==> src/rtl/alu_pkg.sv <==
// alu_pkg: shared definitions for the sequential ALU.
//   - opcode hi/lo nibble constants ({hi[7:4], lo[3:0]})
//   - flag bit positions inside the 5-bit {Z,C,F,N,L} flags word
//   - top-level FSM states and iterative-unit operation kinds
//   - mkflg(): packs individual flag bits into the flags word
package alu_pkg;

    // opcode high nibble (operation class)
    localparam logic [3:0] OPH_BASE  = 4'h0;
    localparam logic [3:0] OPH_ADDI  = 4'h5;
    localparam logic [3:0] OPH_ADDUI = 4'h6;
    localparam logic [3:0] OPH_ADDCI = 4'h7;
    localparam logic [3:0] OPH_SHIFT = 4'h8;

    // opcode low nibble, OPH_BASE class
    localparam logic [3:0] OPL_AND   = 4'h1;
    localparam logic [3:0] OPL_OR    = 4'h2;
    localparam logic [3:0] OPL_XOR   = 4'h3;
    localparam logic [3:0] OPL_NOT   = 4'h4;
    localparam logic [3:0] OPL_ADD   = 4'h5;
    localparam logic [3:0] OPL_ADDU  = 4'h6;
    localparam logic [3:0] OPL_ADDC  = 4'h7;
    localparam logic [3:0] OPL_ADDCU = 4'h8;
    localparam logic [3:0] OPL_SUB   = 4'h9;
    localparam logic [3:0] OPL_CMP   = 4'hB;
    localparam logic [3:0] OPL_CMPU  = 4'hF;

    // opcode low nibble, OPH_SHIFT class
    localparam logic [3:0] OPL_LSH   = 4'h0;
    localparam logic [3:0] OPL_RSH   = 4'h1;
    localparam logic [3:0] OPL_ARSH  = 4'h2;
    localparam logic [3:0] OPL_LSH1  = 4'h4;
    localparam logic [3:0] OPL_RSH1  = 4'h5;
    localparam logic [3:0] OPL_ARSH1 = 4'h6;

    // full opcode of the optional multiplier
    localparam logic [7:0] OP_MUL    = 8'hE0;

    // flag bit positions
    localparam int FLG_Z = 4;
    localparam int FLG_C = 3;
    localparam int FLG_F = 2;
    localparam int FLG_N = 1;
    localparam int FLG_L = 0;

    typedef enum logic [1:0] {S_IDLE, S_SHIFT, S_DONE} state_e;

    typedef enum logic [1:0] {IT_LSH, IT_RSH, IT_ARSH, IT_MUL} iter_kind_e;

    function automatic logic [4:0] mkflg(input logic z, input logic c, input logic f,
                                         input logic n, input logic l);
        return {z, c, f, n, l};
    endfunction

endpackage

==> src/rtl/alu_seq_if.sv <==
// alu_seq_if: operation/result handshake bundle of the sequential ALU.
//   in_valid/in_ready + a, b, opcode : operation request (master -> slave)
//   out_valid/out_ready + result, flags : result response (slave -> master)
//   slave modport is used by the ALU, master modport by its driver.
interface alu_seq_if #(parameter int WIDTH = 16);
    logic             in_valid;
    logic             in_ready;
    logic [WIDTH-1:0] a;
    logic [WIDTH-1:0] b;
    logic [7:0]       opcode;
    logic             out_valid;
    logic             out_ready;
    logic [WIDTH-1:0] result;
    logic [4:0]       flags;

    modport slave  (input  in_valid, a, b, opcode, out_ready,
                    output in_ready, out_valid, result, flags);
    modport master (output in_valid, a, b, opcode, out_ready,
                    input  in_ready, out_valid, result, flags);
endinterface

==> src/rtl/alu_iter_unit.sv <==
// alu_iter_unit: iterative engine, one step per clock.
//   Shifts (LSH/RSH/ARSH) move one bit per cycle; with ALU_MUL_EN defined
//   it also runs an unsigned shift-add multiply, one multiplier bit per cycle.
// Ports:
//   clk, reset   clock, async active-high reset (clears count and data)
//   start        load a/n/kind (and mcand) and begin; only while !busy
//   kind         operation kind (iter_kind_e)
//   a            shift operand / multiplier
//   mcand        multiplicand (ALU_MUL_EN only)
//   n            number of steps, must be >0 when start is asserted
//   busy         steps remaining
//   done         the step taken at the coming edge is the last one
//   res, cout    value and carry-out produced by the current step; the
//                caller captures them when done is high
module alu_iter_unit
    import alu_pkg::*;
#(
    parameter  int WIDTH = 16,
    localparam int SHW   = $clog2(WIDTH) + 1
) (
    input  logic             clk,
    input  logic             reset,
    input  logic             start,
    input  iter_kind_e       kind,
    input  logic [WIDTH-1:0] a,
`ifdef ALU_MUL_EN
    input  logic [WIDTH-1:0] mcand,
`endif
    input  logic [SHW-1:0]   n,
    output logic             busy,
    output logic             done,
    output logic [WIDTH-1:0] res,
    output logic             cout
);

    logic [WIDTH-1:0] acc_q;
    logic [SHW-1:0]   cnt_q;
    iter_kind_e       kind_q;
`ifdef ALU_MUL_EN
    logic [WIDTH-1:0] hi_q, hi_d, mcand_q;
    logic [WIDTH:0]   sum;
`endif

    assign busy = (cnt_q != '0);
    assign done = (cnt_q == SHW'(1));

    // One step. For MUL, {hi_q, acc_q} is the partial product with the
    // not-yet-consumed multiplier bits in the low half of acc_q.
    always_comb begin
        res  = acc_q;
        cout = 1'b0;
`ifdef ALU_MUL_EN
        hi_d = hi_q;
        sum  = '0;
`endif
        case (kind_q)
            IT_LSH: begin
                res  = {acc_q[WIDTH-2:0], 1'b0};
                cout = acc_q[WIDTH-1];
            end
            IT_RSH: begin
                res  = {1'b0, acc_q[WIDTH-1:1]};
                cout = acc_q[0];
            end
            IT_ARSH: begin
                res  = {acc_q[WIDTH-1], acc_q[WIDTH-1:1]};
                cout = acc_q[0];
            end
`ifdef ALU_MUL_EN
            IT_MUL: begin
                sum  = {1'b0, hi_q} + (acc_q[0] ? {1'b0, mcand_q} : '0);
                hi_d = sum[WIDTH:1];
                res  = {sum[0], acc_q[WIDTH-1:1]};
                cout = (hi_d != '0);   // high half non-zero after the last step
            end
`endif
            default: ;
        endcase
    end

    always_ff @(posedge clk or posedge reset) begin
        if (reset) begin
            acc_q   <= '0;
            cnt_q   <= '0;
            kind_q  <= IT_LSH;
`ifdef ALU_MUL_EN
            hi_q    <= '0;
            mcand_q <= '0;
`endif
        end else if (start) begin
            acc_q   <= a;
            cnt_q   <= n;
            kind_q  <= kind;
`ifdef ALU_MUL_EN
            hi_q    <= '0;
            mcand_q <= mcand;
`endif
        end else if (busy) begin
            acc_q   <= res;
            cnt_q   <= cnt_q - SHW'(1);
`ifdef ALU_MUL_EN
            hi_q    <= hi_d;
`endif
        end
    end

endmodule

==> src/rtl/alu_seq.sv <==
// alu_seq: handshaked, registered ALU with an internal {Z,C,F,N,L} flags
// register. Single-cycle logic/arithmetic/compare ops, iterative shifts
// (one bit per cycle) and, when ALU_MUL_EN is defined, an iterative
// unsigned multiply at opcode 8'hE0 (otherwise 8'hE0 is a NOP).
// Ports:
//   clk    rising-edge clock
//   reset  asynchronous active-high; aborts any operation in flight
//   bus    alu_seq_if.slave: in_valid/in_ready/a/b/opcode request side,
//          out_valid/out_ready/result/flags response side
module alu_seq
    import alu_pkg::*;
#(
    parameter int WIDTH = 16
) (
    input  logic      clk,
    input  logic      reset,
    alu_seq_if.slave  bus
);

    localparam int SHW = $clog2(WIDTH) + 1;
    localparam int MSB = WIDTH - 1;

    state_e           state_q, state_d;
    logic [WIDTH-1:0] result_q;
    logic [4:0]       flags_q;

    logic [WIDTH-1:0] a, b;
    logic [3:0]       hi, lo;
    logic             out_valid, in_ready, accept;

    assign a  = bus.a;
    assign b  = bus.b;
    assign hi = bus.opcode[7:4];
    assign lo = bus.opcode[3:0];

    // DONE behaves as idle in the cycle its result is taken, so a new op
    // can be accepted without a bubble.
    logic it_busy;
    assign out_valid = (state_q == S_DONE);
    assign in_ready  = ~it_busy & (state_q != S_SHIFT) & (~out_valid | bus.out_ready);
    assign accept    = bus.in_valid & in_ready;

    assign bus.in_ready  = in_ready;
    assign bus.out_valid = out_valid;
    assign bus.result    = result_q;
    assign bus.flags     = flags_q;

    // ---------------- single-cycle datapath / decode ----------------
    logic             cin;
    logic [WIDTH:0]   sum_ab, sum_abc, dif_ab;
    logic [SHW-1:0]   cnt_b, shn;

    assign cin     = flags_q[FLG_C];   // carry as held at accept time
    assign sum_ab  = {1'b0, a} + {1'b0, b};
    assign sum_abc = sum_ab + {{WIDTH{1'b0}}, cin};
    assign dif_ab  = {1'b0, a} - {1'b0, b};
    assign cnt_b   = b[SHW-1:0];
    assign shn     = (cnt_b > SHW'(WIDTH)) ? SHW'(WIDTH) : cnt_b;

    function automatic logic add_ovf(input logic xa, input logic xb, input logic xr);
        return (xa == xb) & (xr != xa);
    endfunction

    logic [WIDTH-1:0] d_res;
    logic [4:0]       d_flg;
    logic             use_z, sh_op, d_iter;
    iter_kind_e       d_kind;
    logic [SHW-1:0]   d_cnt;

    always_comb begin
        d_res  = '0;
        d_flg  = '0;
        use_z  = 1'b1;     // Z = (result == 0) unless the op says otherwise
        sh_op  = 1'b0;
        d_iter = 1'b0;
        d_kind = IT_LSH;
        d_cnt  = '0;
        case (hi)
            OPH_BASE: begin
                case (lo)
                    OPL_AND:  d_res = a & b;
                    OPL_OR:   d_res = a | b;
                    OPL_XOR:  d_res = a ^ b;
                    OPL_NOT:  d_res = ~a;
                    OPL_ADD: begin
                        d_res        = sum_ab[MSB:0];
                        d_flg[FLG_C] = sum_ab[WIDTH];
                        d_flg[FLG_F] = add_ovf(a[MSB], b[MSB], sum_ab[MSB]);
                    end
                    OPL_ADDU: begin
                        d_res        = sum_ab[MSB:0];
                        d_flg[FLG_C] = sum_ab[WIDTH];
                    end
                    OPL_ADDC: begin
                        d_res        = sum_abc[MSB:0];
                        d_flg[FLG_C] = sum_abc[WIDTH];
                        d_flg[FLG_F] = add_ovf(a[MSB], b[MSB], sum_abc[MSB]);
                    end
                    OPL_ADDCU: begin
                        d_res        = sum_abc[MSB:0];
                        d_flg[FLG_C] = sum_abc[WIDTH];
                    end
                    OPL_SUB: begin
                        d_res        = dif_ab[MSB:0];
                        d_flg[FLG_C] = dif_ab[WIDTH];   // borrow
                        d_flg[FLG_F] = (a[MSB] != b[MSB]) & (dif_ab[MSB] != a[MSB]);
                    end
                    OPL_CMP: begin
                        use_z        = 1'b0;
                        d_flg[FLG_Z] = (a == b);
                        d_flg[FLG_N] = ($signed(a) < $signed(b));
                        d_flg[FLG_L] = ($signed(a) < $signed(b));
                    end
                    OPL_CMPU: begin
                        use_z        = 1'b0;
                        d_flg[FLG_Z] = (a == b);
                        d_flg[FLG_L] = (a < b);
                    end
                    default: use_z = 1'b0;
                endcase
            end
            OPH_ADDI: begin
                d_res        = sum_ab[MSB:0];
                d_flg[FLG_C] = sum_ab[WIDTH];
                d_flg[FLG_F] = add_ovf(a[MSB], b[MSB], sum_ab[MSB]);
            end
            OPH_ADDUI: begin
                d_res        = sum_ab[MSB:0];
                d_flg[FLG_C] = sum_ab[WIDTH];
            end
            OPH_ADDCI: begin
                d_res        = sum_abc[MSB:0];
                d_flg[FLG_C] = sum_abc[WIDTH];
                d_flg[FLG_F] = add_ovf(a[MSB], b[MSB], sum_abc[MSB]);
            end
            OPH_SHIFT: begin
                sh_op = 1'b1;
                case (lo)
                    OPL_LSH:   begin d_kind = IT_LSH;  d_cnt = shn;       end
                    OPL_RSH:   begin d_kind = IT_RSH;  d_cnt = shn;       end
                    OPL_ARSH:  begin d_kind = IT_ARSH; d_cnt = shn;       end
                    OPL_LSH1:  begin d_kind = IT_LSH;  d_cnt = SHW'(1);   end
                    OPL_RSH1:  begin d_kind = IT_RSH;  d_cnt = SHW'(1);   end
                    OPL_ARSH1: begin d_kind = IT_ARSH; d_cnt = SHW'(1);   end
                    default: begin
                        sh_op = 1'b0;
                        use_z = 1'b0;
                    end
                endcase
            end
            default: begin
                use_z = 1'b0;
`ifdef ALU_MUL_EN
                if (bus.opcode == OP_MUL) begin
                    d_iter = 1'b1;
                    d_kind = IT_MUL;
                    d_cnt  = SHW'(WIDTH);
                end
`endif
            end
        endcase
        // zero-count shift finishes in one cycle with result=A, C=0
        if (sh_op) begin
            if (d_cnt == '0) d_res  = a;
            else             d_iter = 1'b1;
        end
        if (use_z) d_flg[FLG_Z] = (d_res == '0);
    end

    // ---------------- iterative unit ----------------
    logic             it_start, it_done, it_cout;
    logic [WIDTH-1:0] it_res;

    alu_iter_unit #(.WIDTH(WIDTH)) u_iter (
        .clk   (clk),
        .reset (reset),
        .start (it_start),
        .kind  (d_kind),
        .a     (a),
`ifdef ALU_MUL_EN
        .mcand (b),
`endif
        .n     (d_cnt),
        .busy  (it_busy),
        .done  (it_done),
        .res   (it_res),
        .cout  (it_cout)
    );

    // ---------------- FSM ----------------
    logic ld_dec, ld_it;

    always_comb begin
        state_d  = state_q;
        it_start = 1'b0;
        ld_dec   = 1'b0;
        ld_it    = 1'b0;
        case (state_q)
            S_IDLE, S_DONE: begin
                if (out_valid && bus.out_ready) state_d = S_IDLE;
                if (accept) begin
                    if (d_iter) begin
                        state_d  = S_SHIFT;
                        it_start = 1'b1;
                    end else begin
                        state_d  = S_DONE;
                        ld_dec   = 1'b1;
                    end
                end
            end
            S_SHIFT: begin
                if (it_done) begin
                    state_d = S_DONE;
                    ld_it   = 1'b1;
                end
            end
            default: state_d = S_IDLE;
        endcase
    end

    // result and flags change only on DONE entry, so they hold while stalled
    always_ff @(posedge clk or posedge reset) begin
        if (reset) begin
            state_q  <= S_IDLE;
            result_q <= '0;
            flags_q  <= '0;
        end else begin
            state_q <= state_d;
            if (ld_dec) begin
                result_q <= d_res;
                flags_q  <= d_flg;
            end else if (ld_it) begin
                result_q <= it_res;
                flags_q  <= mkflg(it_res == '0, it_cout, 1'b0, 1'b0, 1'b0);
            end
        end
    end

endmodule

==> src/flat_wrapper.sv <==
// flat-port wrapper written by rule: the top's interface ports become plain ports
module alu_seq_flat import alu_pkg::*;
#(
    parameter int WIDTH = 16
)
  (clk, reset, bus_in_valid, bus_a, bus_b, bus_opcode, bus_out_ready, bus_in_ready, bus_out_valid, bus_result, bus_flags);
  alu_seq_if #(.WIDTH(WIDTH)) bus_i ();
  input  logic clk;
  input  logic reset;
  input wire logic [$bits(bus_i.in_valid)-1:0] bus_in_valid;
  input wire logic [$bits(bus_i.a)-1:0] bus_a;
  input wire logic [$bits(bus_i.b)-1:0] bus_b;
  input wire logic [$bits(bus_i.opcode)-1:0] bus_opcode;
  input wire logic [$bits(bus_i.out_ready)-1:0] bus_out_ready;
  output wire logic [$bits(bus_i.in_ready)-1:0] bus_in_ready;
  output wire logic [$bits(bus_i.out_valid)-1:0] bus_out_valid;
  output wire logic [$bits(bus_i.result)-1:0] bus_result;
  output wire logic [$bits(bus_i.flags)-1:0] bus_flags;
  assign bus_i.in_valid = bus_in_valid;
  assign bus_i.a = bus_a;
  assign bus_i.b = bus_b;
  assign bus_i.opcode = bus_opcode;
  assign bus_i.out_ready = bus_out_ready;
  assign bus_in_ready = bus_i.in_ready;
  assign bus_out_valid = bus_i.out_valid;
  assign bus_result = bus_i.result;
  assign bus_flags = bus_i.flags;
  alu_seq #(.WIDTH(WIDTH)) u_core (.clk(clk), .reset(reset), .bus(bus_i));
endmodule
==> config.mk <==
export PLATFORM = sky130hd
export DESIGN_NAME = alu_seq_flat
export DESIGN_NICKNAME = d
export VERILOG_FILES = /design/src/rtl/alu_pkg.sv /design/src/rtl/alu_seq_if.sv /design/src/rtl/alu_iter_unit.sv /design/src/rtl/alu_seq.sv /design/src/flat_wrapper.sv
export SDC_FILE = /design/constraint.sdc
export NUM_CORES = 1
export LEC_CHECK = 0
export BUFFER_PORTS_ARGS = -buffer_cell sky130_fd_sc_hd__buf_4
export CAP_MARGIN = 10
export CORE_UTILIZATION = 45
export CTS_BUF_LIST = sky130_fd_sc_hd__clkbuf_8
export CTS_CLUSTER_DIAMETER = 30
export DETAILED_ROUTE_END_ITERATION = 10
export PLACE_DENSITY = 0.67
export SETUP_SLACK_MARGIN = 0.05
export SYNTH_ARGS = -nofsm -noshare
export SYNTH_HDL_FRONTEND = slang
export SYNTH_SLANG_ARGS = --single-unit
==> constraint.sdc <==
create_clock -name clk -period 4 [get_ports clk]
set_clock_uncertainty 0.1 [all_clocks]
set_input_delay 0.4 -clock clk [delete_from_list [all_inputs] [get_ports clk]]
set_output_delay 0.4 -clock clk [all_outputs]
set_load 0.01 [all_outputs]
# Word-level counts from Yosys, hierarchy flattened
# Cells that the tools add are included.
# classes
n_mux	48
n_eq_ne	29
add_sub_neg	4
n_reduce_logical	25
magnitude_cmp	3
n_bitwise	13
# op_table
op	n
$pmux W16 S7	1
$mux W16	6
$pmux W16 S3	2
$logic_not A16 Y1	2
$lt A16 B16 Y1	2
$mux W5	6
$eq A4 B3 Y1 const B	7
$eq A4 B4 Y1 const B	5
$add A16 B16 Y17	1
$add A17 B1 Y17	1
$mux W1	17
$sub A16 B16 Y17	1
$and A16 B16 Y16	1
$eq A16 B16 Y1	1
$not A16 Y16	1
$or A16 B16 Y16	1
$reduce_or A2 Y1	8
$xor A16 B16 Y16	1
$pmux W1 S3	5
$mux W2	6
$pmux W5 S2	1
$reduce_or A3 Y1	3
$reduce_or A9 Y1	1
$eq A4 B2 Y1 const B	2
other kinds (23)	40
# word_totals
elab_cells	128
inputBits	44
out_inout_bits	23
regBits	46

# Depth between registers and ports, before layout
# logic_depth
word_depth	11
mapped_depth	14
mapped_depth_nobuf	13

# Hierarchy
# Synthesis repeated with hierarchy kept, for this count alone.
# hier_totals
hier_cells	837
hier_area_um2	6443.7
# modules_own_cells
mod	instances	area_each_um2	cells_per_inst	seq_area_each_um2
alu_seq	1	4889.7	677	575.6
alu_iter_unit	1	1554.0	160	575.6

# Worst setup path after synthesis
# No wires, ideal clock.
# synth_path
path_type	input -> register
startpoint	input bus_b[0]
endpoint	register u_core.flags_q[4], in the netlist u_core.bus.flags[4]
cell_stages	12
required_time_ps	3824
arrival_ps	3671
setup_ps	76
n_path_buf	0
path_slack_ps	153
cell_sequence	ha_1 > fa_1 > a21o_1 > a221oi_2 > xnor2_1 > nand4_1 > a21o_1 > a2111oi_4 > nand3_1 > or4_1 > or4_1 > o21ai_1
# synth_between
elab_chain_len	11
word_cells_on_any_way	27
cone_classes	3 x add/sub; 1 x order compare; 1 x eq/ne; 16 x mux; 3 x bitwise; 3 x reduce/logical
# synth_rtl
item	line	text
start, declared	flat_wrapper.sv:12	input wire logic [$bits(bus_i.b)-1:0] bus_b;
branches (longest 11 deep; another with $add A16 B16 Y17)	-	
end signal, assigned	alu_seq.sv:231	flags_q <= d_flg;
end signal, assigned	alu_seq.sv:234	flags_q <= mkflg(it_res == '0, it_cout, 1'b0, 1'b0, 1'b0);
end, declared	alu_seq.sv:25	logic [4:0] flags_q;
# Parallel ways; which one is timed is not known.
# A chain may end at the register's enable or synchronous reset.

# Worst setup path in the final report
# Ends and elaborated chain as after synthesis.

==> run summary <==
First-pass GRT wire length: 36500 um
Total power: 2830 uW
Endpoints failing hold: 0
Vias: 6953
Fillcell total: 1306
Finished Layout Cells: 1094
CP Max Fanout: 4
Final nets: 1019
CTS root buf: clkbuf_8
Crit path arrival time: 3.92 ns
CTS tree: done
Top FF cell, synth: dfrtp_1
Worst-path clk slew: 0.10 ns
Largest net degree at the start of global routing: 47
Io pins: 67
Largest area contributor in the netlist: dfrtp_1
Synth top area share: 18.8%
Max-cap viol count: 0
Crit end category: flip-flop
CTS buffer count: 5
Synth unique cells: 85
EDFF count, synth: 0
Hold buffer count at CTS: 0
Sequential element share of the synthesized area: 18.8%
Setup repair bufs after CTS: 0
GRT Overall Usage: 32.8%
Syn_nets: 899
Chip width: 119 um
Kind of critical path: in -> reg
Cell Area, Synth: 6130 sq um
Endpoints failing setup: 0
Slew Limit Fails: 0
Die area: 14100 sq um
Final period utilization: 94.8%
Inst Count DP: 1086
Routability congestion estimate: 0.917
PD cells: 377 nW/um^2
Drt pass-1 iters: 5
Avg WL per Cell: 21.0 um
Mapped Cells: 797
Lkg Pwr: 0.00344 uW
Synth top area cells: dfrtp_1, ha_1, a221o_1
Diode count: 0
Row cnt: 42
Slew @ Worst Pin: 1.14 ns
Initial antenna violation count: 0
Clock sinks: 46
Share of post-route cells with drive strength above 1: 22.7%
Clock Latency Late Sink: 0.31 ns
Async S/R FF share, synth: 100%
Run status: completed
RSZ-0062 raised after global routing: no
Die Height: 119 um
Hold WS: 0.211 ns
Htree depth: 2
Max-Slew Margin vs Limit: 23.5%
Area delta synth->final: 22.5%
Final Critical Period: 3.79 ns
HPWL Detailed: 18200 um
WL final: 23000 um
Starting DRT DRC Count: 665
Fin util: 56.8%
CTS Buffer Depth: 2
Peak VDD IR: 212 uV
Buffers on Ports: 66
DR vias/cell: 6.36
Post-route DRC: 0
Max Freq: 0.264 GHz
Post-route ant nets: 0
Synthesis Warnings: 0
Critical Path Start Type: input port
Post-Syn Area per Cell: 7.70 sq um
Worst EP required: 4.13 ns
Initial Util: 46.3%
Flops & latches, synth: 46
Core Area: 13200 sq um
Worst hold path type: in -> async
Grt ovf: 0
Vias in the first global route: 6678
## final timing paths
check                                         from                      end  slack (ns)  depth (start not counted)
min                                          reset  u_core.u_iter.kind_q[0]        0.21                          2
max                                       bus_b[0]      u_core.bus.flags[4]        0.21                         14
min in group clk                          bus_b[2]   u_core.u_iter.cnt_q[2]        0.28                          2
max in group asynchronous                    reset      u_core.bus.flags[0]        2.96                          2
min reg2reg                 u_core.u_iter.cnt_q[4]   u_core.u_iter.cnt_q[4]        0.41                          1
max reg2reg                u_core.u_iter.kind_q[0]      u_core.bus.flags[4]        0.25                         13
## stage by stage
stage	setup TNS (ns)	setup WS, ns	area, sq um
after CTS	0	0.146	7470
after floorplan	0	0.153	6130
after global routing	0	0.0532	7520
after detailed placement	-0.258	-0.158	7350
after global placement	-0.111	-0.0732	7350
final	0	0.210	7520
## Yosys cell counts, types with 8 or more instances
library cell and number:
nor2_1 82, ha_1 56, nand2_1 56, a21oi_1 55
inv_1 51, dfrtp_1 46, o21ai_0 44, clkbuf_1 38
a221o_1 31, nor3_1 26, xnor2_1 26, a211oi_1 15
o211ai_1 15, nand3_1 14, nand2b_1 13, a221oi_1 11
and2_1 10, a21o_1 9, nor4_1 9, o21a_1 9
a22oi_1 8, nand4_1 8, o221ai_1 8, o31ai_1 8
## area by class of cell
type | count | area [sq um] | area share (%)
clock buffer | 5 | 68.8 | 0.916
multi-input combinational | 645 | 4560 | 60.7
timing repair buffer | 166 | 1260 | 16.7
clock inverter | 3 | 43.8 | 0.583
tap | 176 | 220 | 2.93
inverter | 53 | 209 | 2.78
sequential | 46 | 1150 | 15.3
## cell families after synthesis
family / share of synthesized area, %
multiplexers: 1.20
XOR/XNOR: 4.69
adder cells (fa/ha/maj): 12.1
flip-flops: 18.8
buffers and inverters: 7.61
AO/OA/AOI/OAI: 34.7
AND/OR/NAND/NOR: 21.0
## power breakdown
part | switching [uW] | internal (uW)
logic | 899 | 742
clock network | 175 | 188
registers | 178 | 652
## layer usage
layer  vias up  routed length (um)  global-route usage [%]
met5         -                   0                       0
met4         0                 809                    12.4
met3        56                1580                    5.36
met2       313               10700                    54.4
met1      3356                9830                    42.6
li1       3228                   -                       -
## what timing repair did
action	in CTS	in global routing
endpoints found under the setup margin	0	3
hold endpoints to repair	0	0
gates resized for setup	0	8
## worst max-delay path, cell delays in order
cell and delay (ns):
buf_4 0.11, ha_1 0.22, fa_2 0.39, a21o_1 0.25, buf_4 0.16, a21oi_1 0.17, xnor2_1 0.20, nand4_1 0.17
a21o_1 0.22, a2111oi_4 0.38, nand3_1 0.13, or4_1 0.49, or4_1 0.52, o21ai_1 0.12
## cell usage in the layout, fill, tap and decap left out, types with 7 or more instances in the layout
cell type / Yosys / final
nand4_1: 8 / 8
o21a_1: 9 / 9
dfrtp_1: 46 / 46
a22oi_1: 8 / 8
a21oi_1: 55 / 55
nor3_1: 26 / 26
nand3_1: 14 / 14
o221ai_1: 8 / 8
a222oi_1: 7 / 7
a221o_1: 31 / 31
buf_4: 3 / 165
a221oi_1: 11 / 9
nor2b_1: 7 / 7
and3_1: 7 / 7
nand2_1: 56 / 56
nor2_1: 82 / 82
ha_1: 56 / 56
a21o_1: 9 / 9
and2_1: 10 / 10
o211ai_1: 15 / 15
a211oi_1: 15 / 15
o31ai_1: 8 / 7
nor4_1: 9 / 9
o21ai_0: 44 / 44
inv_1: 51 / 50
nand2b_1: 13 / 13
xnor2_1: 26 / 25
## state kept, by name (all words and copies together) (netlist names)
signal	count
u_core.state_q	2
u_core.u_iter.acc_q	16
u_core.u_iter.kind_q	2
u_core.bus.result	16
u_core.bus.flags	5
u_core.u_iter.cnt_q	5
Power figures use the tool's default switching activity.
